**src/rtl/spi_slave.sv**
```systemverilog
// spi_slave: SPI target oversampled in the i_clk domain with a 16-bit Wishbone register file.
module spi_slave (
  input  logic        i_clk,
  input  logic        i_rst,
  input  logic        spi_sck,
  input  logic        spi_mosi,
  output logic        spi_miso,
  input  logic        spi_ss,
  input  logic [23:0] wb_adr,
  input  logic        wb_cyc,
  input  logic        wb_stb,
  output logic        wb_ack,
  input  logic        wb_we,
  input  logic [15:0] wb_i_dat,
  output logic [15:0] wb_o_dat,
  output logic        o_irq
);
  typedef enum logic {IDLE, ACTIVE} state_t;
  state_t state_q, state_d;
  logic sck_s1_q, sck_s2_q, sck_d_q, mosi_s1_q, mosi_s2_q, ss_s1_q, ss_s2_q, ss_d_q;
  logic [1:0] mode_q, mode_d, act_q, act_d;
  logic [7:0] hold_q, hold_d, tx_q, tx_d, rx_sh_q, rx_sh_d, rx_data_q, rx_data_d;
  logic [2:0] cnt_q, cnt_d;
  logic tx_full_q, tx_full_d, rx_valid_q, rx_valid_d, ovr_q, ovr_d, miso_q, miso_d;
  logic acc, wr, pop, ss_fall, ss_rise, sck_rise, sck_fall, lead, trail, smp, shf, done;
  logic [7:0] load_val, rx_next;
  logic unused;
  assign unused = ^wb_i_dat[15:8];
  assign acc = wb_cyc & wb_stb;
  assign wb_ack = acc;
  assign wr = acc & wb_we;
  assign pop = acc & ~wb_we & (wb_adr == 24'd1);
  assign ss_fall = ss_d_q & ~ss_s2_q;
  assign ss_rise = ~ss_d_q & ss_s2_q;
  assign sck_rise = sck_s2_q & ~sck_d_q;
  assign sck_fall = ~sck_s2_q & sck_d_q;
  assign lead = act_q[1] ? sck_fall : sck_rise;
  assign trail = act_q[1] ? sck_rise : sck_fall;
  // edges only count inside a frame; a closing ss edge overrides any sck edge in the same cycle
  assign smp = (state_q == ACTIVE) & ~ss_rise & (act_q[0] ? trail : lead);
  assign shf = (state_q == ACTIVE) & ~ss_rise & (act_q[0] ? lead : trail);
  assign done = smp & (cnt_q == 3'd7);
  assign load_val = tx_full_q ? hold_q : 8'hFF;
  assign rx_next = {rx_sh_q[6:0], mosi_s2_q};
  assign spi_miso = miso_q;
  assign o_irq = rx_valid_q;
  assign wb_o_dat = (wb_adr == 24'd1) ? {8'b0, rx_data_q} :
                    (wb_adr == 24'd2) ? {12'b0, state_q == ACTIVE, ovr_q, ~tx_full_q, rx_valid_q} :
                    (wb_adr == 24'd3) ? {14'b0, mode_q} : 16'b0;
  always_comb begin
    state_d = state_q;
    mode_d = mode_q;
    act_d = act_q;
    hold_d = hold_q;
    tx_d = tx_q;
    rx_sh_d = rx_sh_q;
    rx_data_d = rx_data_q;
    cnt_d = cnt_q;
    tx_full_d = tx_full_q;
    ovr_d = ovr_q;
    miso_d = miso_q;
    rx_valid_d = done | (rx_valid_q & ~pop);
    if (ss_fall) begin
      state_d = ACTIVE;
      act_d = mode_q;
      tx_d = load_val;
      tx_full_d = 1'b0;
      cnt_d = 3'd0;
      miso_d = mode_q[0] ? 1'b1 : load_val[7];
    end
    if (ss_rise) begin
      state_d = IDLE;
      cnt_d = 3'd0;
      miso_d = 1'b1;
    end
    if (shf) miso_d = tx_q[3'd7 - cnt_q];
    if (smp) begin
      rx_sh_d = rx_next;
      cnt_d = cnt_q + 3'd1;
    end
    if (done) begin
      rx_data_d = rx_next;
      tx_d = load_val;
      tx_full_d = 1'b0;
    end
    if (wr & (wb_adr == 24'd2) & wb_i_dat[2]) ovr_d = 1'b0;
    if (done & rx_valid_q & ~pop) ovr_d = 1'b1;
    // a bus write lands after any shifter load, so the load sees the old holding value
    if (wr & (wb_adr == 24'd0)) begin
      hold_d = wb_i_dat[7:0];
      tx_full_d = 1'b1;
    end
    if (wr & (wb_adr == 24'd3)) mode_d = wb_i_dat[1:0];
  end
  always_ff @(posedge i_clk) begin
    if (i_rst) begin
      sck_s1_q <= 1'b0;
      sck_s2_q <= 1'b0;
      sck_d_q <= 1'b0;
      mosi_s1_q <= 1'b0;
      mosi_s2_q <= 1'b0;
      ss_s1_q <= 1'b0;
      ss_s2_q <= 1'b0;
      ss_d_q <= 1'b0;
      state_q <= IDLE;
      mode_q <= 2'b00;
      act_q <= 2'b00;
      hold_q <= 8'h00;
      tx_q <= 8'h00;
      rx_sh_q <= 8'h00;
      rx_data_q <= 8'h00;
      cnt_q <= 3'd0;
      tx_full_q <= 1'b0;
      rx_valid_q <= 1'b0;
      ovr_q <= 1'b0;
      miso_q <= 1'b1;
    end else begin
      sck_s1_q <= spi_sck;
      sck_s2_q <= sck_s1_q;
      sck_d_q <= sck_s2_q;
      mosi_s1_q <= spi_mosi;
      mosi_s2_q <= mosi_s1_q;
      ss_s1_q <= spi_ss;
      ss_s2_q <= ss_s1_q;
      ss_d_q <= ss_s2_q;
      state_q <= state_d;
      mode_q <= mode_d;
      act_q <= act_d;
      hold_q <= hold_d;
      tx_q <= tx_d;
      rx_sh_q <= rx_sh_d;
      rx_data_q <= rx_data_d;
      cnt_q <= cnt_d;
      tx_full_q <= tx_full_d;
      rx_valid_q <= rx_valid_d;
      ovr_q <= ovr_d;
      miso_q <= miso_d;
    end
  end
endmodule

```
**config.mk**
```make
export PLATFORM = sky130hd
export DESIGN_NAME = spi_slave
export DESIGN_NICKNAME = d
export VERILOG_FILES = /design/src/rtl/spi_slave.sv
export SDC_FILE = /design/constraint.sdc
export NUM_CORES = 1
export LEC_CHECK = 0
export CAP_MARGIN = 20
export CORE_ASPECT_RATIO = 1.2
export CORE_MARGIN = 2
export CORE_UTILIZATION = 24
export CTS_BUF_LIST = sky130_fd_sc_hd__clkbuf_4 sky130_fd_sc_hd__clkbuf_8
export CTS_CLUSTER_DIAMETER = 50
export DETAILED_ROUTE_END_ITERATION = 8
export DONT_BUFFER_PORTS = 1
export GPL_ROUTABILITY_DRIVEN = 0
export PLACE_DENSITY_LB_ADDON = 0.05
export SYNTH_ARGS = -nofsm -noshare
export SYNTH_HDL_FRONTEND = slang
export SYNTH_SLANG_ARGS = --single-unit
```
**constraint.sdc**
```tcl
create_clock -name i_clk -period 1.9 [get_ports i_clk]
set_clock_uncertainty 0.05 [all_clocks]
set_input_delay 0.19 -clock i_clk [delete_from_list [all_inputs] [get_ports i_clk]]
set_output_delay 0.19 -clock i_clk [all_outputs]
set_load 0.02 [all_outputs]
```
# Word level (Yosys, flattened, before mapping)
# Index checks and enable logic that the tools add are counted.
[classes]
muxes = 24
n_eq_ne = 4
bitwise_logic = 28
n_addsub = 2
n_reduce_logical = 7
order_cmp = 1
[ops]
columns = ["op", "count"]
rows = [
  ["$eq 24x2->1 const B", 2],
  ["$mux 8", 4],
  ["$eq 24x1->1 const B", 1],
  ["$logic_not 24->1", 1],
  ["$and 1x1->1", 19],
  ["$mux 1", 14],
  ["$mux 3", 3],
  ["$reduce_bool 3->1", 3],
  ["$not 1->1", 8],
  ["$lt 3x4->1 const B", 1],
  ["$mux 4", 1],
  ["$reduce_bool 2->1", 2],
  ["$add 3x1->3 const B", 1],
  ["$bmux 1 s3", 1],
  ["$eq 3x3->1 const B", 1],
  ["$sub 3x3->3 const A", 1],
  ["$mux 2", 1],
  ["$reduce_or 2->1", 1],
  ["$or 1x1->1", 1],
]
[totals]
inputBits = 48
reg_bits = 51
elab_cells = 86

# Depth between registers and ports, before layout
# Gate-level depths: netlist (run 1).
[logic_depth]
word_depth = 9
mapped_depth = 8
mapped_depth_nobuf = 6

# Least setup slack after synthesis (run 1)
# No wires, ideal clock.
[synth_path]
path_kind = "register to register"
startpoint = "reg ss_d_q"
endpoint = "reg miso_q, in the netlist spi_miso"
n_path_buf = 0
setup_slack_ps = 103
setup_ps = 122
arrival_ps = 1625
path_stages_with_launch = 7
path_cell_list = "dfxtp_1 inv_1 ha_1 or4b_2 mux2i_1 a21oi_1 a311o_1"
[synth_between]
elab_chain_len = 6
elab_cells_between_ends = 9
[synth_rtl]
columns = ["element", "line_no", "text"]
rows = [
  ["start: declaration", "20", "logic sck_s1_q, sck_s2_q, sck_d_q, mosi_s1_q, mosi_s2_q, ss_s1_q, ss_s2_q, ss_d_q;"],
  ["start signal: assignment", "125", "ss_d_q <= ss_s2_q;"],
  ["$not 1->1", "34", "assign ss_rise = ~ss_d_q & ss_s2_q;"],
  ["$and 1x1->1", "34", ""],
  ["$not 1->1", "41", "assign shf = (state_q == ACTIVE) & ~ss_rise & (act_q[0] ? lead : trail);"],
  ["$and 1x1->1 (2 in a row)", "41", ""],
  ["$reduce_bool 3->1 (no source line) or $mux 1 (tied branches)", "-", ""],
  ["end signal: assignment", "137", "miso_q <= miso_d;"],
  ["end: declaration", "24", "logic tx_full_q, tx_full_d, rx_valid_q, rx_valid_d, ovr_q, ovr_d, miso_q, miso_d;"],
]
# Parallel ways exist; a longest one is shown, timed or not.
# A chain may end at the register's enable or synchronous reset.

# Worst setup path in the final report (run 1)
[layout_path]
startpoint = "reg ss_d_q"
endpoint = "reg ovr_q"
[layout_between]
elab_chain_len = 9
elab_cells_between_ends = 10
[layout_rtl]
columns = ["element", "line_no", "text"]
rows = [
  ["$not 1->1 (*)", "34", ""],
  ["$and 1x1->1 (*)", "34", ""],
  ["$not 1->1 (*)", "40", "assign smp = (state_q == ACTIVE) & ~ss_rise & (act_q[0] ? trail : lead);"],
  ["$and 1x1->1 (*) (2 in a row)", "40", ""],
  ["$and 1x1->1 (*)", "42", "assign done = smp & (cnt_q == 3'd7);"],
  ["$and 1x1->1 (*) (2 in a row)", "87", "if (done & rx_valid_q & ~pop) ovr_d = 1'b1;"],
  ["$mux 1 or $reduce_bool 2->1 (tied branches)", "-", ""],
  ["end signal: assignment", "136", "ovr_q <= ovr_d;"],
  ["end: declaration", "24", ""],
]
# Every way passes the cells marked *; elsewhere a longest branch is shown, timed or not.

==> results.md, run 1 <==
- Status: finished clean
- Seq/Total Area, Yosys: 0.434
- Total die area: 10600 µm²
- Post-layout min period: 1.77 ns
- Hpwl dp: 4.47 mm
- Reg2reg start: ss_d_q$_SDFF_PP0_
- Hold Violations, Final: 0
- Via density per instance: 4.83
- Hold Slack: 0.0447 ns
- Max-Cap Viols: 0
- Reg2reg end: ovr_q$_SDFFE_PP0P_
- Detailed Route WL: ~6.5 mm
- Starting DRT DRC Count: 74
- Die height: 112 µm
- Clk network pwr share: 0.432
- N_diodes: 0
- Combinational power share: 0.055
- Worst Path Required: 2.06 ns
- Routed len/inst: 15.5 µm
- Hold path endpoint: ovr_q$_SDFFE_PP0P_
- Mapped Cells: between 200 and 300
- Initial Utilization: 0.247
- Overall Global Routing Usage: 0.123
- Slew headroom: 0.600
- First-pass GRT wire length: 10.3 mm
- CP Class: flip-flop to flip-flop
- Hold wc startpoint: i_rst
- DRC viols: 0
- Fin Setup TNS: 0 ns
- Cts bufs inserted: 5
- CTS tree: built
- Largest net degree at the start of global routing: 52
- Layout cells sized above 1: 0.158
- Startpoint class of the critical path: flip-flop
- Nets: 348
- Worst Path Max Fanout: 7
- Fillcell total: 1050
- Final Cycle Share: 0.931
- Skew-Pair Late Insertion Delay: 0.31 ns
- Horiz. Die Dim: 94.4 µm
- Mapped Area: between 2000 and 2500 µm²
- H-tree lvl count: 2
- Psw: 451 µW
- Pre-antenna DRT Iters: 6
- Maximum clock frequency: between 0.5 and 0.6 GHz
- R2R Setup Slk: 0.13 ns
- Hold Crit Class: primary input to flip-flop
- Area delta synth->final: 24.1%
- Worst Path Arrival: 1.93 ns
- Net Sw Frac: 0.212
- Synth Register Bits: 51
- Warnings from Yosys: 0
- Post-synth top area cell: dfxtp_1
- Rows: 39
- Area of the multi-input gates: 1240 µm²
- IO Count: 67
- Routed vias: about 2000
- Yosys cell types: 38
- Initial antenna violation count: 0
- Cells on worst reg2reg path: 6
- Fin cells: 420
- Routed Antenna Nets: 0
- Lkg Pwr: slightly below 0.001 µW
- Tightest Pin Transition: 0.600 ns
- Number of global-route vias before repair: roughly 1900
- Worst vdd ir: 0.000406 V
- Port buffer count: 0
- Cells after DPL: between 300 and 400
- Grt total ovfl: 0
- P per Cell Area: 728 nW/µm²
- Hold depth: 2
- Final setup fails: 0
- Core Box Area: 9520 µm²
- P_int: 1670 µW
- Post-Syn Area per Cell: 8.72 µm²
- Post-synth top area share: 0.434
- Seq pwr share: 0.513
- Clock tree buffer depth: 2
- Root Buffer: clkbuf_8
- Clk sinks: 51
- Synth top area cells: dfxtp_1, a21oi_1, nand3_1
- CTS clk-pin slew, worst paths: roughly 0.09 ns
- Setup crit end kind: flip-flop
- Sequential cell area: roughly 1000 µm²
- Max-slew violation count: 0
## final cells by class
cell class,instances,share of cell area
Multi-Input combinational cell,190,0.425
Sequential cell,51,0.350
Timing Repair Buffer,36,0.111
Tap cell,123,0.0527
Clock buffer,6,0.0261
Clock inverter,2,0.0206
Inverter,12,0.0154
## flip-flops by register name, summed over array words and instances (netlist names), 2 cells and up
signal and cells:
tx_q 8, mode_q 2, cnt_q 3, hold_q 8, act_q 2, rx_data_q 8
rx_sh_q 7
## metrics by stage
stage / setup slack [ns] / utilization / power [µW] / instance area [µm²]
after floorplan: 0.103 / - / 1200 / 2380
after global placement: 0.00317 / 0.271 / 1190 / 2580
after detailed placement: -0.0202 / 0.271 / 1190 / 2580
after CTS: 0.00815 / 0.299 / 2170 / 2850
after global routing: -0.0109 / 0.307 / 2220 / 2920
final: 0.131 / 0.307 / 2120 / 2920
## power groups by stage
stage	Combinational, µW	Sequential [µW]	Clock (µW)
floorplan	85.1	1110	0
global placement	72.7	1110	0
detailed placement	72.8	1110	0
CTS	114	1090	962
global route	129	1090	995
finish	117	1090	917
## cell families (layout without fill, tap and decap cells)
kind of cell	after synthesis	after routing	synth area share
buf+inv	37	56	0.0797
simple gates	91	91	0.205
other cells	1	8	0.00159
xor+xnor	1	1	0.00372
fa+ha+maj	4	4	0.0213
mux	11	12	0.0611
flops	51	51	0.434
compound gates	74	74	0.194
## worst max path at each step
stage	cells past startpoint	from	endpoint	slack, ns
2_1_floorplan	6	ss_d_q$_SDFF_PP0_	spi_miso$_SDFFE_PP1P_	0.10
3_3_place_gp	6	ss_d_q$_SDFF_PP0_	spi_miso$_SDFFE_PP1P_	0.003
3_5_place_dp	6	ss_d_q$_SDFF_PP0_	spi_miso$_SDFFE_PP1P_	-0.02
4_1_cts	6	ss_d_q$_SDFF_PP0_	spi_miso$_SDFFE_PP1P_	0.008
5_1_grt	7	ss_d_q$_SDFF_PP0_	rx_data_q[7]$_SDFFE_PP0P_	-0.01
6_report	6	ss_d_q$_SDFF_PP0_	ovr_q$_SDFFE_PP0P_	0.13
## metal layers
layer,vias to the layer above,part of all wire,GRT usage
li1,1012,-,-
met1,967,0.46,0.166
met2,43,0.50,0.201
met3,5,0.029,0.0221
met4,0,0.010,0.0348
met5,-,0,0
## critical path: stages (launching register included)
cell and delay [ns]:
dfxtp_2 0.33, inv_1 0.06, ha_4 0.19, nor4bb_4 0.38, mux2_4 0.30, nand2_1 0.10, o32ai_1 0.27
## synthesized netlist by cell type (all sizes together)
library cell and number:
a211o 1, a211oi 8, a21o 1, a21oi 31, a22oi 4, a311o 1
a311oi 8, and2 2, and3 5, and4 3, buf 15, clkbuf 10
conb 1, dfxtp 51, ha 4, inv 12, mux2 4, mux2i 5
mux4 2, nand2 19, nand2b 4, nand3 23, nand3b 1, nand4 3
nor2 11, nor2b 10, nor3 2, nor4 5, nor4bb 2, o21ai 18
o31ai 1, o32ai 1, or4b 1, xnor2 1
## timing repair
item / CTS / global route
gates resized for setup: 1 / 9
setup endpoints to repair: 2 / 29
cloned: 0 / 1
buffers inserted: 0 / 1
endpoints found under the hold margin: 51 / 0
hold buffers: 12 / 0
## cells in the final DEF, fill, tap and decap left out, types with 2 or more instances in the layout
| cell type | netlist | routed |
|---|---|---|
| a211oi_1 | 8 | 8 |
| a21oi_1 | 31 | 31 |
| a22oi_1 | 4 | 4 |
| a311oi_1 | 8 | 8 |
| and2_1 | 2 | 2 |
| and3_1 | 5 | 5 |
| and4_1 | 3 | 3 |
| buf_12 | 0 | 2 |
| buf_4 | 10 | 23 |
| bufinv_16 | 0 | 2 |
| clkbuf_8 | 0 | 5 |
| conb_1 | 1 | 8 |
| dfxtp_1 | 51 | 50 |
| dlygate4sd3_1 | 0 | 11 |
| ha_1 | 4 | 3 |
| inv_1 | 12 | 12 |
| mux2_2 | 3 | 3 |
| mux2_4 | 1 | 2 |
| mux2i_1 | 5 | 5 |
| mux4_2 | 2 | 2 |
| nand2_1 | 19 | 19 |
| nand2b_1 | 4 | 4 |
| nand3_1 | 23 | 23 |
| nand4_1 | 3 | 3 |
| nor2_1 | 11 | 11 |
| nor2b_1 | 10 | 10 |
| nor3_1 | 2 | 2 |
| nor4_1 | 5 | 5 |
| nor4bb_4 | 0 | 2 |
| o21ai_0 | 18 | 18 |
Note: power is estimated with default switching activity, not from simulation.
==> run 2, diff against run 1 <==
- CTS_CLUSTER_SIZE: default -> 12
- MAX_ROUTING_LAYER: default -> met4
==> run 2 against run 1 <==
Worst setup slack lost 0.0062 ns. Largest power group unchanged. Clock power is essentially flat. Critical path depth unchanged. Final area did not move. Register-to-register slack barely moved. Sequential power barely moved. Total power decreased by 0.14%. Critical endpoint unchanged. Via count fell by 0.39%. Flip-flop and latch count stayed put. First-iteration DRC count rose by 51%. Routed wire length down 0.38%. Combinational power about the same. Largest cell class unchanged.
==> results.md, run 2 (synthesis results as in run 1) <==
- Setup crit end kind: flip-flop
- H-tree lvl count: 2 (unchanged)
- Cells after DPL: 398 (unchanged)
- Clock tree buffer depth: 2 (unchanged)
- DRC viols: 0 (unchanged)
- Area delta synth->final: 24.1% (unchanged)
- Detailed Route WL: 6.47 mm (-0.38%)
- Commonest non-fill, non-tap cell in the layout: dfxtp_1
- Worst Path Max Fanout: 7 (unchanged)
- Max-slew violation count: 0 (unchanged)
- Skew-Pair Late Insertion Delay: 0.31 ns (about the same)
- Number of global-route vias before repair: 1923 (+0.31%)
- Clk sinks: 51 (unchanged)
- Worst-path cell chain: inv_1, ha_4, nor4bb_4, mux2_4, nand2_1, o32ai_1
- Max incr delay on CP: 0.38 ns (about the same)
- Max-Cap Viols: 0 (unchanged)
- N_diodes: 0 (unchanged)
- Worst vdd ir: 0.000407 V (about the same)
- Port buffer count: 0 (unchanged)
- Fin cells: 420 (unchanged)
- Routed len/inst: 15.4 µm (-0.38%)
- Reg2reg end: ovr_q$_SDFFE_PP0P_
- Horiz. Die Dim: 94.4 µm (unchanged)
- Hold path endpoint: ovr_q$_SDFFE_PP0P_
- Hpwl dp: 4.47 mm (unchanged)
- Initial antenna violation count: 0 (unchanged)
- Cts bufs inserted: 5 (unchanged)
- Via density per instance: 4.81 (-0.39%)
- Area of the multi-input gates: 1240 µm² (unchanged)
- Biggest registers after layout: hold_q x8, rx_data_q x8, tx_q x8
- Total die area: 10600 µm² (unchanged)
- Startpoint class of the critical path: flip-flop
- Slew headroom: 0.599 (-0.00154)
- Cells on worst reg2reg path: 6 (unchanged)
- Post-layout min period: 1.77 ns (+0.00619 ns)
- CTS tree: built
- Hold wc startpoint: i_rst
- Hold Slack: 0.0475 ns (+0.00284 ns)
- Core Box Area: 9520 µm² (unchanged)
- Lkg Pwr: 0.000992 µW (unchanged)
- Routed vias: 2019 (-0.39%)
- Fillcell total: 1050 (unchanged)
- R2R Setup Slk: 0.13 ns (about the same)
- Sequential cell area: 1020 µm² (unchanged)
- Crit-path slowest cell: nor4bb_4
- Maximum clock frequency: 0.563 GHz (-0.35%)
- Rows: 39 (unchanged)
- Final Cycle Share: 0.934 (+0.00326)
- Most frequent cells in the layout: dfxtp_1, a21oi_1, nand3_1, buf_4, nand2_1
- Largest net degree at the start of global routing: 52 (unchanged)
- Initial Utilization: 0.247 (unchanged)
- Routed Antenna Nets: 0 (unchanged)
- Pre-CTS setup slack: -0.0202 ns (unchanged)
- Overall Global Routing Usage: 0.127 (+0.00343)
- Final setup fails: 0 (unchanged)
- Nets: 348 (unchanged)
- Worst Path Arrival: 1.93 ns (about the same)
- First-pass GRT wire length: 10.3 mm (-0.26%)
- PnR worst setup slack: 0.125 ns (-0.00619 ns)
- Root Buffer: clkbuf_8
- Starting DRT DRC Count: 112 (+51%)
- Status: finished clean
- Grt total ovfl: 0 (unchanged)
- Hold depth: 2 (unchanged)
- Pre-antenna DRT Iters: 4 (-2)
- CTS clk-pin slew, worst paths: 0.09 ns (about the same)
- Layout cells sized above 1: 0.158 (unchanged)
- Worst Path Required: 2.06 ns (about the same)
- P per Cell Area: 727 nW/µm² (-0.14%)
- Tightest Pin Transition: 0.602 ns (+0.00231 ns)
- Die height: 112 µm (unchanged)
- Final Util: 0.307 (unchanged)
- Hold Violations, Final: 0 (unchanged)
- IO Count: 67 (unchanged)
- CP Class: flip-flop to flip-flop
- Hold Crit Class: primary input to flip-flop
- Reg2reg start: ss_d_q$_SDFF_PP0_
==> run 2: area by class of cell <==
type	count	share of cell area
Clock buffer	6	0.0261
Inverter	12	0.0154
Sequential cell	51	0.350
Clock inverter	2	0.0206
Timing Repair Buffer	36	0.111
Tap cell	123	0.0527
Multi-Input combinational cell	190	0.425
==> run 2: power breakdown <==
group	internal, µW	leakage (µW)	switching, µW
Combinational	51.0	0.000510	65.6
Clock	541	0.0000688	373
Sequential	1080	0.000413	8.70
Total	1670	0.000992	448
==> run 2: worst max-delay path by stage <==
stage	startpoint	to	slack, ns	cells after the start
6_report	ss_d_q$_SDFF_PP0_	ovr_q$_SDFFE_PP0P_	0.13	6
5_1_grt	ss_d_q$_SDFF_PP0_	rx_data_q[7]$_SDFFE_PP0P_	-0.009	7
4_1_cts	ss_d_q$_SDFF_PP0_	spi_miso$_SDFFE_PP1P_	0.008	6
3_5_place_dp	ss_d_q$_SDFF_PP0_	spi_miso$_SDFFE_PP1P_	-0.02	6
3_3_place_gp	ss_d_q$_SDFF_PP0_	spi_miso$_SDFFE_PP1P_	0.003	6
2_1_floorplan	ss_d_q$_SDFF_PP0_	spi_miso$_SDFFE_PP1P_	0.10	6
==> run 2: critical path, delay by kind of cell, from the launching register on <==
| kind | cells | cell delay [ns] |
|---|---|---|
| AOI/OAI and AO/OA | 1 | 0.28 |
| adders and majority gates | 1 | 0.19 |
| buffers and inverters | 1 | 0.06 |
| DFF | 1 | 0.33 |
| muxes | 1 | 0.30 |
| and+or+nand+nor | 2 | 0.48 |
==> run 2: routing by layer <==
layer  global-route usage  wire [µm]  up-vias
li1                     -          -     1010
met4               0.0348         67        0
met5                    -          0        -
met1                0.164       2950      960
met2                0.203       3260       44
met3               0.0221        195        5
==> run 2: per-stage QoR <==
stage                     total power [µW]  setup TNS (ns)  cell area (µm²)
after floorplan                       1200               0             2380
after global placement                1190               0             2580
after detailed placement              1190         -0.0202             2580
after CTS                             2170               0             2850
after global routing                  2220         -0.0167             2920
final                                 2120               0             2920
==> run 2: repair_timing <==
| action | 4_1_cts | 5_1_grt |
|---|---|---|
| hold buffers | 12 | 0 |
| hold endpoints to repair | 51 | 0 |
| setup endpoints to repair | 2 | 29 |
| cloned | 0 | 1 |
| resized for setup | 1 | 9 |
| buffers inserted | 0 | 1 |
==> run 3, diff against run 2 <==
- CORE_UTILIZATION: 24 -> 30
==> run 3 against run 2 <==
Clock power down 14%. Register-to-register slack better by 0.03 ns. Sequential share of layout area is 1.4 points higher. Critical path depth stayed put. Die area shrank 19%. First-iteration DRC count shrank 72%. Utilization up 5.9 points. Worst setup slack better by 0.027 ns. Largest power group unchanged.
==> results.md, run 3 (synthesis results as in run 1) <==
- Status: finished clean
- IO Count: 67 (unchanged)
- Largest net degree at the start of global routing: 52 (unchanged)
- PnR worst setup slack: 0.152 ns (+0.0273 ns)
- Total power: 2000 µW (-6.0%)
- Psw: 435 µW (-2.8%)
- CTS clk-pin slew, worst paths: 0.10 ns (about the same)
- Routed Antenna Nets: 0 (unchanged)
- Postcts setup bufs: 0 (unchanged)
- Clk network pwr share: 0.395 (-0.036)
- Worst Path Max Fanout: 7 (unchanged)
- First-pass GRT wire length: 9.29 mm (-9.4%)
- Initial antenna violation count: 0 (unchanged)
- Lkg Pwr: 0.000943 µW (-5.0%)
- Tightest Pin Transition: 0.528 ns (-0.0743 ns)
- Crit-path slowest cell: nor4bb_4
- Detailed Route WL: 5.83 mm (-9.9%)
- Cts bufs inserted: 5 (unchanged)
- Slew headroom: 0.648 (+0.0496)
- Hold Crit Class: primary input to flip-flop
- Max-slew violation count: 0 (unchanged)
- Net Sw Frac: 0.218 (+0.00707)
- Nets: 341 (-2.0%)
- DRC viols: 0 (unchanged)
- Seq pwr share: 0.546 (+0.032)
- Final setup fails: 0 (unchanged)
- Pre-antenna DRT Iters: 5 (+1)
- Hold Slack: 0.0439 ns (-0.00362 ns)
- Pre-CTS setup slack: 0.00827 ns (+0.0284 ns)
- Clk sinks: 51 (unchanged)
- Via density per instance: 5.09 (+5.9%)
- CTS tree: built
- Total die area: 8570 µm² (-19%)
- Final Cycle Share: 0.920 (-0.0144)
- Skew-Pair Late Insertion Delay: 0.30 ns (about the same)
- Rows: 35 (-10%)
- Worst vdd ir: 0.000280 V (-31%)
- Initial Utilization: 0.307 (+0.0598)
- Worst-path cell chain: inv_1, ha_4, nor4bb_4, mux2_2, a211oi_1, a311oi_1
- Area delta synth->final: 19.2%
- Horiz. Die Dim: 84.9 µm (-10%)
- Worst Path Arrival: 1.91 ns (-0.02 ns)
- Core Box Area: 7660 µm² (-19%)
- Overall Global Routing Usage: 0.141 (+0.0143)
- Root Buffer: clkbuf_8
- Fin Setup TNS: 0 ns (unchanged)
- Hpwl dp: 4.00 mm (-11%)
- Most frequent cells in the layout: dfxtp_1, a21oi_1, nand3_1
- Startpoint class of the critical path: flip-flop
- Hold wc startpoint: i_rst
- Clock tree buffer depth: 2 (unchanged)
- Grt total ovfl: 0 (unchanged)
- Combinational power share: 0.058 (+0.003)
- P_int: 1560 µW (-6.8%)
- Hold Violations, Final: 0 (unchanged)
- Commonest non-fill, non-tap cell in the layout: dfxtp_1
- N_diodes: 0 (unchanged)
- Worst Path Required: 2.07 ns (about the same)
- Routed vias: 1945 (-3.7%)
- Starting DRT DRC Count: 31 (-72%)
- Maximum clock frequency: 0.572 GHz (+1.6%)
- Max-Cap Viols: 0 (unchanged)
- Crit path from: ss_d_q$_SDFF_PP0_
- Post-layout min period: 1.75 ns (-0.0273 ns)
- H-tree lvl count: 2 (unchanged)
- Number of global-route vias before repair: 1850 (-3.8%)
- Reg2reg start: ss_d_q$_SDFF_PP0_
- Max incr delay on CP: 0.35 ns (-0.03 ns)
- Routed len/inst: 15.3 µm (-0.94%)
- CP Class: flip-flop to flip-flop
- Die height: 101 µm (-10%)
- Biggest registers after layout: hold_q x8, rx_data_q x8, tx_q x8
- P per Cell Area: 711 nW/µm² (-2.2%)
- Setup crit end kind: flip-flop
- Port buffer count: 0 (unchanged)
- Final Util: 0.366 (+0.0593)
- Layout cells sized above 1: 0.138 (-0.0203)
==> run 3: per-layer routing <==
metal  GRT usage  up-vias  part of all wire
met1       0.173      915              0.46
li1            -      995                 -
met3      0.0262        7             0.025
met4      0.0440        0             0.013
met2       0.235       28              0.50
met5           -        -                 0
==> run 3: final cells by class <==
cell class / count / area, µm²
multi-input combinational: 190 / 1240
fill: 810 / 4860
inverter: 12 / 45.0
clock inverter: 2 / 35.0
clock buffer: 6 / 82.6
tap: 92 / 115
sequential: 51 / 1020
timing repair buffer: 29 / 270
==> run 3: worst max-delay path, delay by kind of cell (launching register included) <==
family / cells / cell delay [ns]
compound gates: 2 / 0.36
fa+ha+maj: 1 / 0.18
buf+inv: 1 / 0.06
flops: 1 / 0.33
mux: 1 / 0.34
simple gates: 1 / 0.35
==> run 3: power by group through the flow <==
stage	Sequential (µW)	Clock, µW	Combinational (µW)
2_1_floorplan	1110	0	85.1
3_3_place_gp	1110	0	71.3
3_5_place_dp	1110	0	71.1
4_1_cts	1090	827	113
5_1_grt	1090	865	127
6_report	1090	789	116
==> run 3: per-stage QoR <==
step                std cells  area (µm²)
global route              382        2810
global placement          361        2490
finish                    382        2810
CTS                       381        2740
detailed placement        361        2490
floorplan                 277        2380
==> run 3: worst paths after layout <==
check                           slack (ns)              endpoint  depth (start not counted)
worst max-delay path                  0.15  tx_q[6]$_SDFFE_PP0P_                          6
worst min-delay path                  0.04    ovr_q$_SDFFE_PP0P_                          2
worst max register to register        0.15  tx_q[6]$_SDFFE_PP0P_                          6
worst min register to register        0.39   sck_s2_q$_SDFF_PP0_                          1
==> run 3: what timing repair did <==
| action | 4_1_cts | 5_1_grt |
|---|---|---|
| gates resized for setup | 1 | 8 |
| endpoints found under the setup margin | 1 | 19 |
| hold endpoints to repair | 51 | 0 |
| gates cloned | 0 | 1 |
| hold buffers | 12 | 0 |
